<file path="src/rtl/uart_pkg.sv">
// Shared constants for the UART receive path: entry layout of the receive FIFO.
// The entry is {parity_error, data}; the width follows the character width.
package uart_pkg;

    localparam int UART_DATA_W_DEF = 8;
    localparam int DATA_LSB        = 0;

    function automatic int entry_w(input int data_w);
        return data_w + 1;
    endfunction

    function automatic int perr_bit(input int data_w);
        return data_w;
    endfunction

endpackage

</file>
<file path="src/rtl/fifo_mem.sv">
// DEPTH x W register array: one synchronous write port and an asynchronous read port.
// Storage is intentionally not reset; the FIFO gates the read data with its valid flag.
module fifo_mem #(
    parameter int DEPTH = 16,
    parameter int W     = 9
) (
    input  logic                     clk_i,
    input  logic                     we_i,
    input  logic [$clog2(DEPTH)-1:0] waddr_i,
    input  logic [W-1:0]             wdata_i,
    input  logic [$clog2(DEPTH)-1:0] raddr_i,
    output logic [W-1:0]             rdata_o
);

    logic [W-1:0] mem [DEPTH];

    always_ff @(posedge clk_i) begin
        if (we_i) mem[waddr_i] <= wdata_i;
    end

    assign rdata_o = mem[raddr_i];

endmodule

</file>
<file path="src/rtl/rx_fifo.sv">
// UART receive FIFO: edge-detects the receiver done strobe, queues {perr, data}, and
// serves a first-word-fall-through valid/ready read port. Optional afull_o: UART_RX_FIFO_AFULL_EN.
module rx_fifo
    import uart_pkg::*;
#(
    parameter int MAX_UART_DATA_W = UART_DATA_W_DEF,
    parameter int DEPTH           = 16,
    parameter int AFULL_THRESH    = 12
) (
    input  logic                       clk_i,
    input  logic                       rst_i,
    input  logic                       rx_done_i,
    input  logic [MAX_UART_DATA_W-1:0] rx_data_i,
    input  logic                       parity_error_i,
    input  logic                       flush_i,
    input  logic                       clr_overflow_i,
    input  logic                       rd_ready_i,
    output logic                       rd_valid_o,
    output logic [MAX_UART_DATA_W-1:0] rd_data_o,
    output logic                       rd_perr_o,
    output logic [$clog2(DEPTH):0]     count_o,
    output logic                       empty_o,
    output logic                       full_o,
    output logic                       overflow_o
`ifdef UART_RX_FIFO_AFULL_EN
    ,
    output logic                       afull_o
`endif
);

    localparam int EW = entry_w(MAX_UART_DATA_W);
    localparam int PB = perr_bit(MAX_UART_DATA_W);
    localparam int PW = $clog2(DEPTH);
    localparam int CW = PW + 1;

    // A threshold above DEPTH could never fire; non-power-of-two depth breaks pointer wrap.
    localparam bit CFG_OK = (DEPTH >= 2) && ((DEPTH & (DEPTH - 1)) == 0) &&
                            (AFULL_THRESH >= 0) && (AFULL_THRESH <= DEPTH);
    if (!CFG_OK) begin : g_bad_cfg
        $error("rx_fifo: invalid DEPTH/AFULL_THRESH");
    end

    logic          done_q;
    logic [PW-1:0] wr_ptr, rd_ptr;
    logic [CW-1:0] count, count_nxt;
    logic          ovf_q;
    logic          push, pop, full, wr_en, rd_en, ovf_set;
    logic [EW-1:0] wdata, rdata;

    assign push    = rx_done_i & ~done_q;
    assign full    = (count == CW'(DEPTH));
    assign pop     = rd_valid_o & rd_ready_i;
    assign rd_en   = pop & ~flush_i;
    // When full, a simultaneous pop frees the slot the push writes into.
    assign wr_en   = push & ~flush_i & (~full | pop);
    assign ovf_set = push & ~flush_i & full & ~pop;

    always_comb begin
        count_nxt = count;
        if (flush_i)
            count_nxt = '0;
        else if (wr_en && !rd_en)
            count_nxt = count + 1'b1;
        else if (rd_en && !wr_en)
            count_nxt = count - 1'b1;
    end

    always_ff @(posedge clk_i or posedge rst_i) begin
        if (rst_i) begin
            done_q <= 1'b0;
            wr_ptr <= '0;
            rd_ptr <= '0;
            count  <= '0;
            ovf_q  <= 1'b0;
        end else begin
            done_q <= rx_done_i;
            count  <= count_nxt;
            if (flush_i) begin
                wr_ptr <= '0;
                rd_ptr <= '0;
                ovf_q  <= 1'b0;
            end else begin
                if (wr_en) wr_ptr <= wr_ptr + 1'b1;
                if (rd_en) rd_ptr <= rd_ptr + 1'b1;
                if (ovf_set)
                    ovf_q <= 1'b1;
                else if (clr_overflow_i)
                    ovf_q <= 1'b0;
            end
        end
    end

    assign wdata = {parity_error_i, rx_data_i};

    fifo_mem #(.DEPTH(DEPTH), .W(EW)) u_mem (
        .clk_i   (clk_i),
        .we_i    (wr_en),
        .waddr_i (wr_ptr),
        .wdata_i (wdata),
        .raddr_i (rd_ptr),
        .rdata_o (rdata)
    );

    assign rd_valid_o = (count != '0);
    assign rd_data_o  = rd_valid_o ? rdata[DATA_LSB +: MAX_UART_DATA_W] : '0;
    assign rd_perr_o  = rd_valid_o & rdata[PB];
    assign count_o    = count;
    assign empty_o    = (count == '0);
    assign full_o     = full;
    assign overflow_o = ovf_q;

`ifdef UART_RX_FIFO_AFULL_EN
    always_ff @(posedge clk_i or posedge rst_i) begin
        if (rst_i) afull_o <= 1'b0;
        else       afull_o <= (count_nxt >= CW'(AFULL_THRESH));
    end
`endif

endmodule

</file>
<file path="config.mk">
export PLATFORM = sky130hd
export DESIGN_NAME = rx_fifo
export DESIGN_NICKNAME = d
export VERILOG_FILES = /design/src/rtl/uart_pkg.sv /design/src/rtl/fifo_mem.sv /design/src/rtl/rx_fifo.sv
export SDC_FILE = /design/constraint.sdc
export NUM_CORES = 1
export LEC_CHECK = 0
export CAP_MARGIN = 5
export CORE_MARGIN = 2
export CORE_UTILIZATION = 30
export CTS_CLUSTER_SIZE = 20
export DETAILED_ROUTE_END_ITERATION = 10
export PLACE_DENSITY = 0.57
export SLEW_MARGIN = 20
export SYNTH_ARGS = -nofsm -noshare
export SYNTH_HDL_FRONTEND = slang
export SYNTH_HIERARCHICAL = 1
export SYNTH_SLANG_ARGS = --single-unit
</file>
<file path="constraint.sdc">
create_clock -name clk_i -period 2.9 [get_ports clk_i]
set_input_delay 0.435 -clock clk_i [delete_from_list [all_inputs] [get_ports clk_i]]
set_output_delay 0.435 -clock clk_i [all_outputs]
set_load 0.02 [all_outputs]
</file>
==> results of run 1 <==
-- power by group through the flow --
stage | sequential, uW | combinational, uW | clock [uW]
after global routing | 2620 | 1940 | 2300
final | 2610 | 1800 | 2170
after global placement | 2670 | 1570 | 0
after detailed placement | 2670 | 1590 | 0
after CTS | 2620 | 1600 | 2220
after floorplan | 2680 | 1010 | 0
-- final timing paths --
kind | slack, ps | from | to | depth (start not counted)
worst min-delay path | 380 | rst_i | count_o[1]$_DFFE_PP0P_ | 2
worst max-delay path | 100 | rd_ptr[0]$_DFFE_PP0P_ | rd_data_o[3] | 9
max in group asynchronous | 2090 | rst_i | rd_ptr[0]$_DFFE_PP0P_ | 2
worst min register to register | 510 | overflow_o$_DFFE_PP0P_ | overflow_o$_DFFE_PP0P_ | 1
min in group clk_i | 510 | overflow_o$_DFFE_PP0P_ | overflow_o$_DFFE_PP0P_ | 1
worst max register to register | 350 | count_o[0]$_DFFE_PP0P_ | count_o[4]$_DFFE_PP0P_ | 9
-- cells in the final DEF, fill, tap and decap left out, drive strengths merged, types with 2 or more instances in the layout --
master,n
nor3,5
inv,14
o21ai,3
mux2,5
nand2,17
mux2i,4
a22oi,18
ha,6
nand3b,2
dfrtp,15
edfxtp,144
o21a,3
dlygate4sd2,2
clkbuf,26
mux4,36
and2,2
or3b,2
clkinv,4
clkdlybuf4s50,21
nand2b,2
nor2b,11
xor2,2
a21oi,4
buf,56
nor2,22
nand3,6
-- stage by stage --
step	instances	setup TNS (ps)	power, uW	utilization [%]	cell area [um^2]
finish	729	0	6585	38.02	8247
global route	729	-13.99	6866	38.02	8247
CTS	712	-96.06	6439	37.22	8073
detailed placement	676	-2091	4265	34.23	7425
global placement	676	-442.2	4237	34.23	7425
floorplan	344	0	3685	-	6583
-- registers in the layout (all words and copies together), names as in the netlist --
register	flops
rd_ptr	4
overflow_o	1
count_o	5
u_mem/mem	144
done_q	1
wr_ptr	4
-- worst max-delay path, stage by stage, from the launching register on --
cell	delay (ps)
dfrtp_2	440
buf_4	150
buf_12	130
buf_4	160
buf_4	130
mux4_2	420
a22oi_2	160
nand2_1	80
nor2b_1	130
buf_2	150
-- kinds of logic after synthesis --
family | share of synthesized area (%)
mux | 14.64
flops | 71.39
compound gates | 4.410
xor+xnor | 0.3992
buf+inv | 2.205
fa+ha+maj | 1.445
simple gates | 5.512
-- synth_stat cells (5+ instances only) --
cell	instances
nor2_1	22
nor3_1	5
mux4_2	21
nor2b_1	11
mux4_1	15
ha_1	6
mux2_2	5
edfxtp_1	144
nand3_1	6
a22oi_1	18
nand2_1	17
dfrtp_1	15
-- layer usage --
layer / GRT usage, % / vias up / share of wire [%]
met5: 0 / - / 0
met4: 3.872 / 0 / 1.0
met3: 3.508 / 9 / 4.4
met2: 20.06 / 81 / 51
met1: 15.05 / 1814 / 44
li1: - / 1596 / -
-- final cells by class --
class                   count  area [um^2]  area share [%]
multi-input cells         166         1810           21.95
clock inverters            15        158.9           1.927
well taps                 280        350.3           4.248
flip-flops and latches    159         4701           57.00
repair buffers             88        785.8           9.528
inverters                   4        15.01          0.1821
clock buffers              17        425.4           5.159
-- what timing repair did --
item / CTS / global route
pin swaps: 0 / 4
endpoints found under the setup margin: 11 / 10
buffers inserted: 4 / 16
gates cloned: 0 / 1
resized for setup: 20 / 35
==> flow_metrics.py, run 1 <==
metrics = {
    "clock_network": {
        "cts.sink_count": 159,
        "path_clk_slew_ps": 70,
        "cts_hold_buf": 0,
        "cts.path.max_buffers": 2,
        "clk_latency_ps": 420,
        "cts_inserted_buffers": 17,
        "cts_tree": "yes",
        "cts_root_buffer": "clkbuf_16",
        "cts_htree_levels": 4,
    },
    "logic_synthesis": {
        "synthTopCellsByArea": "edfxtp_1 (66%), mux4_2 (7.2%), mux4_1 (6.0%)",
        "yosysTopAreaCell": "edfxtp_1",
        "synth_top_area_share_pct": 65.69,
        "ys.flop_type": "edfxtp_1",
        "synthCells": 344,
        "synth_edf_count": 144,
        "synth_nets": 366,
        "ys_ff_latch": 159,
        "yosysSeqAreaShare_pct": 71.39,
        "yosysUniqueCellTypes": 47,
        "ys_warn_count": 6,
        "synthArstFlopShare_pct": 9.434,
        "synth_area_um2": 6583,
        "postSynthAreaPerCell_um2": 19.14,
    },
    "power": {
        "irDropWorstVdd_mv": 0.4114,
        "p_clk_share_pct": 32.9,
        "pwr-share-seq_pct": 39.7,
        "switchingPower_uw": 1934,
        "power.density_nw_per_um2": 798.5,
        "comb_power_share_pct": 27.4,
        "leakage_uw": 0.002811,
        "p_sw_share_pct": 29.37,
        "intPower_uw": 4651,
    },
    "floorplanning": {
        "die_w_um": 152.1,
        "die_area_um2": 23140,
        "initial_core_util_pct": 30.35,
        "ios": 33,
        "coreArea_um2": 21690,
        "die_h_um": 152.1,
        "rows": 54,
    },
    "cells_and_area": {
        "syn_to_final_growth_pct": 25.28,
        "drive_gt1_share_pct": 33.41,
        "nets": 458,
        "fillers": 1963,
        "diodes": 0,
    },
    "grt": {
        "grt_antenna_before_repair": 0,
        "track_usage_pct": 11.99,
        "grt_pass1_vias": 3657,
        "grt_pass1_wl_mm": 20.80,
        "grt_overflow_total": 0,
        "grt_max_degree": 40,
    },
    "sta": {
        "relSlewSlack_pct": 57.63,
        "slew_viol_final": 0,
        "fin_ws_ps": 98.53,
        "final_hold_viol_count": 0,
        "rsz0062_at_grt": "yes",
        "fmax_mhz": 357.0,
        "worstMarginPinSlew_ps": 633.6,
        "whs_ps": 382.8,
        "finalClockSkew_ps": 8.032,
        "finalCritPeriodShare_pct": 96.60,
        "setup_viol": 0,
        "period_minus_slack_ps": 2801,
    },
    "min_path": {
        "holdCritPathClass": "primary input to async pin",
    },
    "routing": {
        "drc": 0,
        "detail_route.wl_per_cell_um": 18.74,
        "antenna_left": 0,
        "viasPerCell": 4.801,
        "drtPass1Iterations": 4,
        "drt-initial-drc-count": 232,
        "vias": 3500,
        "drt_wl_total_mm": 13.66,
    },
    "status": {
        "status": "complete, no violations",
    },
    "worst_setup_path": {
        "critPathKind": "register to primary output",
        "worstPathRequired_ps": 2470,
        "cp_data_arrival_time_ps": 2370,
        "cp-start-kind": "register",
        "critical_path.endpoint_type": "primary output",
        "crit_fanout": 6,
    },
    "placement": {
        "place_hpwl_mm": 8.749,
        "io_buffers": 32,
        "dp_slack_ps": -154.0,
        "place_congestion": 0.7551,
    },
    "job": {
        "maxCapViolations": 0,
    },
}
Power figures use the tool's default switching activity.
==> inputs of run 2 (changes only) <==
Settings changed: ABC_AREA set to 1.
==> run 2 against run 1 <==
  * Clock power is essentially flat
  * Non-clock buffer count is 25 lower
  * Largest cell class unchanged
  * Cell count increased by 54%
  * Largest power group unchanged
  * Critical endpoint is now rd_data_o[2]
==> flow_metrics.py, run 2 <==
metrics = {
    "logic_synthesis": {
        "synth_nets": 752,
        "ys.flop_type": "edfxtp_1",
        "yosysUniqueCellTypes": 30,
        "yosysTopAreaCell": "edfxtp_1",
        "synth.most_common_cell": "nand2_1",
        "synth_top_area_share_pct": 59.11,
        "yosysSeqAreaShare_pct": 64.24,
        "synth_area_um2": 7316,
        "synthArstFlopShare_pct": 9.434,
        "synthCells": 730,
        "synthTopCellsByArea": "edfxtp_1 (59%), nand2_1 (12%), nand3_1 (8.1%)",
        "ys_ff_latch": 159,
        "synthTopCellsByCount": "nand2_1 (228), edfxtp_1 (144), inv_1 (127), nand3_1 (118), nor2_1 (20)",
        "postSynthAreaPerCell_um2": 10.02,
        "ys_warn_count": 6,
        "synth_edf_count": 144,
    },
    "sta": {
        "final_hold_viol_count": 0,
        "worstMarginPinSlew_ps": 716.7,
        "rsz0062_at_grt": "yes",
        "slew_viol_final": 0,
        "fmax_mhz": 348.9,
        "relSlewSlack_pct": 52.07,
        "setup-tns-final_ps": 0,
        "setup_viol": 0,
        "period_minus_slack_ps": 2866,
        "finalCritPeriodShare_pct": 98.83,
        "finalClockSkew_ps": 8.860,
    },
    "cells_and_area": {
        "drive_gt1_share_pct": 10.40,
        "nets": 807,
        "top_register": "u_mem/mem",
        "syn_to_final_growth_pct": 19.12,
        "layout_commonest_cell": "nand2_1",
        "layout_common_cells": "nand2_1 (228), edfxtp_1 (144), inv_1 (127)",
        "finalNonFillerCells": 1122,
        "largest_reg_flops": 144,
        "diodes": 0,
        "fin_area_um2": 8715,
        "final_core_util_pct": 36.15,
    },
    "placement": {
        "place_hpwl_mm": 10.64,
        "dpl.cell_count": 1086,
        "place_congestion": 0.7647,
        "placed_area_um2": 8058,
        "io_buffers": 32,
    },
    "floorplanning": {
        "initial_core_util_pct": 30.35,
        "die_area_um2": 25650,
        "ios": 33,
        "die_h_um": 160.2,
        "die_w_um": 160.2,
        "rows": 57,
        "coreArea_um2": 24110,
    },
    "worst_setup_path": {
        "cp-start-kind": "register",
        "crit_fanout": 6,
        "cp_num_buf_inv": 4,
        "critical_path.endpoint_type": "primary output",
        "crit_chain": "buf_12 > buf_4 > nand2_1 > nand3_1 > nand3_1 > nand3_1 > nand2_1 > nand2_1 > inv_1 > clkdlybuf4s50_1",
        "cp_slowest_cell": "clkdlybuf4s50_1",
        "cp_data_arrival_time_ps": 2430,
        "path_delay_family": "buffers and inverters",
        "slowest_delay_ps": 590,
        "worstPathRequired_ps": 2470,
        "critPathKind": "register to primary output",
    },
    "routing": {
        "drc": 0,
        "drtPass1Iterations": 5,
        "antenna_left": 0,
        "drt-initial-drc-count": 317,
        "viasPerCell": 4.454,
        "detail_route.wl_per_cell_um": 15.31,
        "drt_wl_total_mm": 17.17,
        "vias": 4997,
    },
    "grt": {
        "grt_pass1_wl_mm": 26.61,
        "grt_antenna_before_repair": 0,
        "track_usage_pct": 13.67,
        "grt_max_degree": 73,
        "grt_pass1_vias": 4677,
        "grt_overflow_total": 0,
    },
    "power": {
        "switchingPower_uw": 2095,
        "comb_power_share_pct": 27.6,
        "power.density_nw_per_um2": 767.1,
        "intPower_uw": 4590,
        "p_clk_share_pct": 32.9,
        "leakage_uw": 0.003770,
        "pwr-share-seq_pct": 39.5,
        "p_sw_share_pct": 31.34,
        "irDropWorstVdd_mv": 0.4213,
    },
    "clock_network": {
        "clk_latency_ps": 420,
        "cts_inserted_buffers": 17,
        "cts_hold_buf": 0,
        "cts.path.max_buffers": 2,
        "cts_tree": "yes",
        "cts_htree_levels": 4,
        "cts.sink_count": 159,
        "path_clk_slew_ps": 60,
        "cts_root_buffer": "clkbuf_16",
    },
    "min_path": {
        "holdCritPathClass": "primary input to async pin",
    },
    "status": {
        "status": "complete, no violations",
    },
    "job": {
        "maxCapViolations": 0,
    },
}
-- run 2: metrics by stage --
stage,hold WS (ps),setup slack (ps),total power [uW]
global placement,535.7,371.6,4484
CTS,393.8,4.959,6703
finish,387.3,34.01,6685
floorplan,336.5,829.4,3918
detailed placement,539.4,350.4,4496
global route,420.3,-129.4,7058
-- run 2: repair_timing --
item / CTS / global route
setup buffers: 2 / 1
resized for setup: 4 / 6
setup endpoints to repair: 9 / 6
gates cloned: 0 / 1
-- run 2: final timing paths --
| path | from | slack, ps | cells after the start | endpoint |
|---|---|---|---|---|
| setup / recovery | rd_ptr[0]$_DFFE_PP0P_ | 30 | 10 | rd_data_o[2] |
| hold / removal | rst_i | 390 | 2 | overflow_o$_DFFE_PP0P_ |
| setup reg to reg | count_o[0]$_DFFE_PP0P_ | 780 | 13 | count_o[4]$_DFFE_PP0P_ |
| hold reg to reg | overflow_o$_DFFE_PP0P_ | 550 | 2 | overflow_o$_DFFE_PP0P_ |
| max in group asynchronous | rst_i | 2080 | 2 | rd_ptr[0]$_DFFE_PP0P_ |
| min in group clk_i | rx_done_i | 510 | 1 | done_q$_DFF_PP0_ |
-- run 2: cell families (layout without fill, tap and decap cells) --
| logic type | count (synthesis) | after routing | synth area share [%] |
|---|---|---|---|
| XOR/XNOR | 4 | 4 | 0.4790 |
| flip-flops | 159 | 159 | 64.24 |
| AND/OR/NAND/NOR | 384 | 384 | 22.90 |
| AO/OA/AOI/OAI | 14 | 14 | 1.112 |
| adder cells (fa/ha/maj) | 7 | 7 | 1.300 |
| buffers and inverters | 162 | 230 | 9.971 |
-- run 2: final cells by class --
class                      count  area (um^2)
inverter                     135        525.5
fill                        2444        15390
clock inverter                14        148.9
clock buffer                  18        429.2
tap                          324        405.4
sequential                   159         4701
multi-input combinational    409         1887
timing repair buffer          63        618.1
-- run 2: power groups by stage --
stage | clock network, uW | registers, uW | logic, uW
after global routing | 2350 | 2650 | 2060
after detailed placement | 0 | 2680 | 1810
final | 2200 | 2640 | 1840
after global placement | 0 | 2690 | 1800
after CTS | 2250 | 2630 | 1820
after floorplan | 0 | 2690 | 1230
-- run 2: layer usage --
layer	global-route usage [%]	vias to the layer above	routed length, um
met5	0	-	0
met4	4.013	0	207
met3	3.299	11	973
met2	21.51	135	7948
met1	18.82	2399	8044
li1	-	2452	-
==> inputs of run 3 (changes only) <==
Settings changed: GPL_TIMING_DRIVEN set to 0.
==> run 3 against run 2 <==
  * Worst hold slack lost 15 ps
  * Worst setup slack gained 71 ps
  * Cell count shrank 0.45%
  * Via count grew 0.38%
  * Critical path type unchanged
  * Critical endpoint is now rd_data_o[5]
  * Largest power group unchanged
==> flow_metrics.py, run 3 (synthesized netlist as in run 2, its figures left out) <==
metrics = {
    "clock_network": {
        "postCtsSetupRepairBufs": 0,
        "cts_inserted_buffers": 17,
        "cts_root_buffer": "clkbuf_16",
        "clk_latency_ps": 430,
        "cts.path.max_buffers": 2,
        "cts_hold_buf": 0,
        "cts_htree_levels": 4,
        "cts.sink_count": 159,
        "cts-resized-gates": 9,
        "path_clk_slew_ps": 70,
        "cts_tree": "yes",
    },
    "sta": {
        "finalClockSkew_ps": 12.15,
        "fmax_mhz": 357.8,
        "whs_ps": 372.7,
        "rsz0062_at_grt": "no",
        "slew_viol_final": 0,
        "worstMarginPinSlew_ps": 1011,
        "relSlewSlack_pct": 32.36,
        "setup_viol": 0,
        "fin_ws_ps": 105.0,
        "period_minus_slack_ps": 2795,
        "setup-tns-final_ps": 0,
        "finalCritPeriodShare_pct": 96.38,
        "final_hold_viol_count": 0,
    },
    "cells_and_area": {
        "finalNonFillerCells": 1117,
        "fin_area_um2": 8633,
        "layout_common_cells": "nand2_1 (228), edfxtp_1 (144), inv_1 (127)",
        "largest_reg_flops": 144,
        "diodes": 0,
        "fillers": 2499,
        "top_register": "u_mem/mem",
        "drive_gt1_share_pct": 10.21,
        "syn_to_final_growth_pct": 18.01,
        "nets": 803,
        "layout_commonest_cell": "nand2_1",
    },
    "grt": {
        "grt.met3_usage_pct": 2.727,
        "track_usage_pct": 14.67,
        "grt_max_degree": 17,
        "grt_overflow_total": 0,
        "busiest_layer": "met2",
        "grt_use_met2_pct": 23.36,
        "met1_usage_pct": 19.89,
        "grt_antenna_before_repair": 0,
        "grt_pass1_wl_mm": 27.78,
        "grt_pass1_vias": 4763,
    },
    "floorplanning": {
        "rows": 57,
        "die_h_um": 160.2,
        "die_w_um": 160.2,
        "coreArea_um2": 24110,
        "die_area_um2": 25650,
        "ios": 33,
        "initial_core_util_pct": 30.35,
    },
    "status": {
        "status": "complete, no violations",
    },
    "routing": {
        "drt_wl_total_mm": 18.20,
        "drtPass1Iterations": 5,
        "vias": 5016,
        "antenna_left": 0,
        "drt-initial-drc-count": 476,
        "detail_route.wl_per_cell_um": 16.29,
        "viasPerCell": 4.491,
        "drc": 0,
    },
    "worst_setup_path": {
        "cp_slowest_cell": "dfrtp_1",
        "reg2reg_setup_slack_ps": 430,
        "slowest_delay_ps": 420,
        "cpMostUsedCell": "nand3_1",
        "r2r_cells": 6,
        "path_delay_family": "buffers and inverters",
        "critPathKind": "register to primary output",
        "rr_endpoint": "u_mem/mem[13][8]$_DFFE_PP_",
        "crit_fanout": 10,
        "r2r_start": "count_o[0]$_DFFE_PP0P_",
        "cp_num_buf_inv": 5,
        "crit_chain": "buf_4 > inv_4 > buf_4 > nand3_1 > nand3_1 > nand3_1 > nand2_1 > nand2_1 > inv_1 > dlygate4sd2_1",
        "critical_path.endpoint_type": "primary output",
        "cp-start-kind": "register",
        "cp_data_arrival_time_ps": 2360,
        "worstPathRequired_ps": 2470,
    },
    "placement": {
        "io_buffers": 32,
        "place_hpwl_mm": 12.05,
        "placed_area_um2": 8041,
        "dpl.cell_count": 1086,
        "place_congestion": 0.8586,
        "dp_slack_ps": -86.01,
    },
    "power": {
        "power.density_nw_per_um2": 799.8,
        "irDropWorstVdd_mv": 0.5005,
        "leakage_uw": 0.003694,
    },
    "job": {
        "maxCapViolations": 0,
    },
    "min_path": {
        "holdCritPathClass": "primary input to async pin",
    },
}
[run 3: how the worst max path moves through the flow]
stage / startpoint / slack (ps) / end / depth (start not counted)
3_5_place_dp: flush_i / -90 / u_mem/mem[13][5]$_DFFE_PP_ / 6
6_report: rd_ptr[1]$_DFFE_PP0P_ / 110 / rd_data_o[5] / 10
2_1_floorplan: count_o[0]$_DFFE_PP0P_ / 830 / count_o[4]$_DFFE_PP0P_ / 13
5_1_grt: rd_ptr[1]$_DFFE_PP0P_ / 4 / rd_data_o[2] / 10
3_3_place_gp: flush_i / -50 / u_mem/mem[9][4]$_DFFE_PP_ / 6
4_1_cts: rd_ptr[1]$_DFFE_PP0P_ / 60 / rd_data_o[4] / 10
[run 3: worst reg2reg max path, cell delays in order (launching register included)]
cell	delay [ps]
dfrtp_1	460
nor2_2	90
nand3_2	130
nor2_2	70
nor2_4	240
nand3_1	250
nor2_1	820
[run 3: per-layer routing]
layer,wire (um),vias up,share of wire (%)
met3,1025,26,5.6
met2,8517,159,47
met1,8318,2386,46
met4,334,0,1.8
met5,0,-,0
li1,-,2445,-
[run 3: where the power goes]
group	total [uW]	internal, uW	switching (uW)
logic	1980	692	1290
registers	2620	2550	71.9
clock network	2300	1430	869
[run 3: metrics by stage]
stage	utilization [%]	power [uW]
2_1_floorplan	-	3918
3_3_place_gp	33.36	4712
3_5_place_dp	33.36	4725
4_1_cts	35.81	6946
5_1_grt	35.81	7234
6_report	35.81	6905
[run 3: final cells by class]
| cell class | count | area [um^2] | share of cell area (%) |
|---|---|---|---|
| sequential | 159 | 4701 | 54.45 |
| multi-input combinational | 409 | 1887 | 21.86 |
| inverter | 135 | 516.7 | 5.986 |
| clock buffer | 19 | 432.9 | 5.014 |
| tap | 324 | 405.4 | 4.696 |
| timing repair buffer | 32 | 305.3 | 3.536 |
| buffer | 27 | 216.5 | 2.507 |
| clock inverter | 12 | 168.9 | 1.957 |
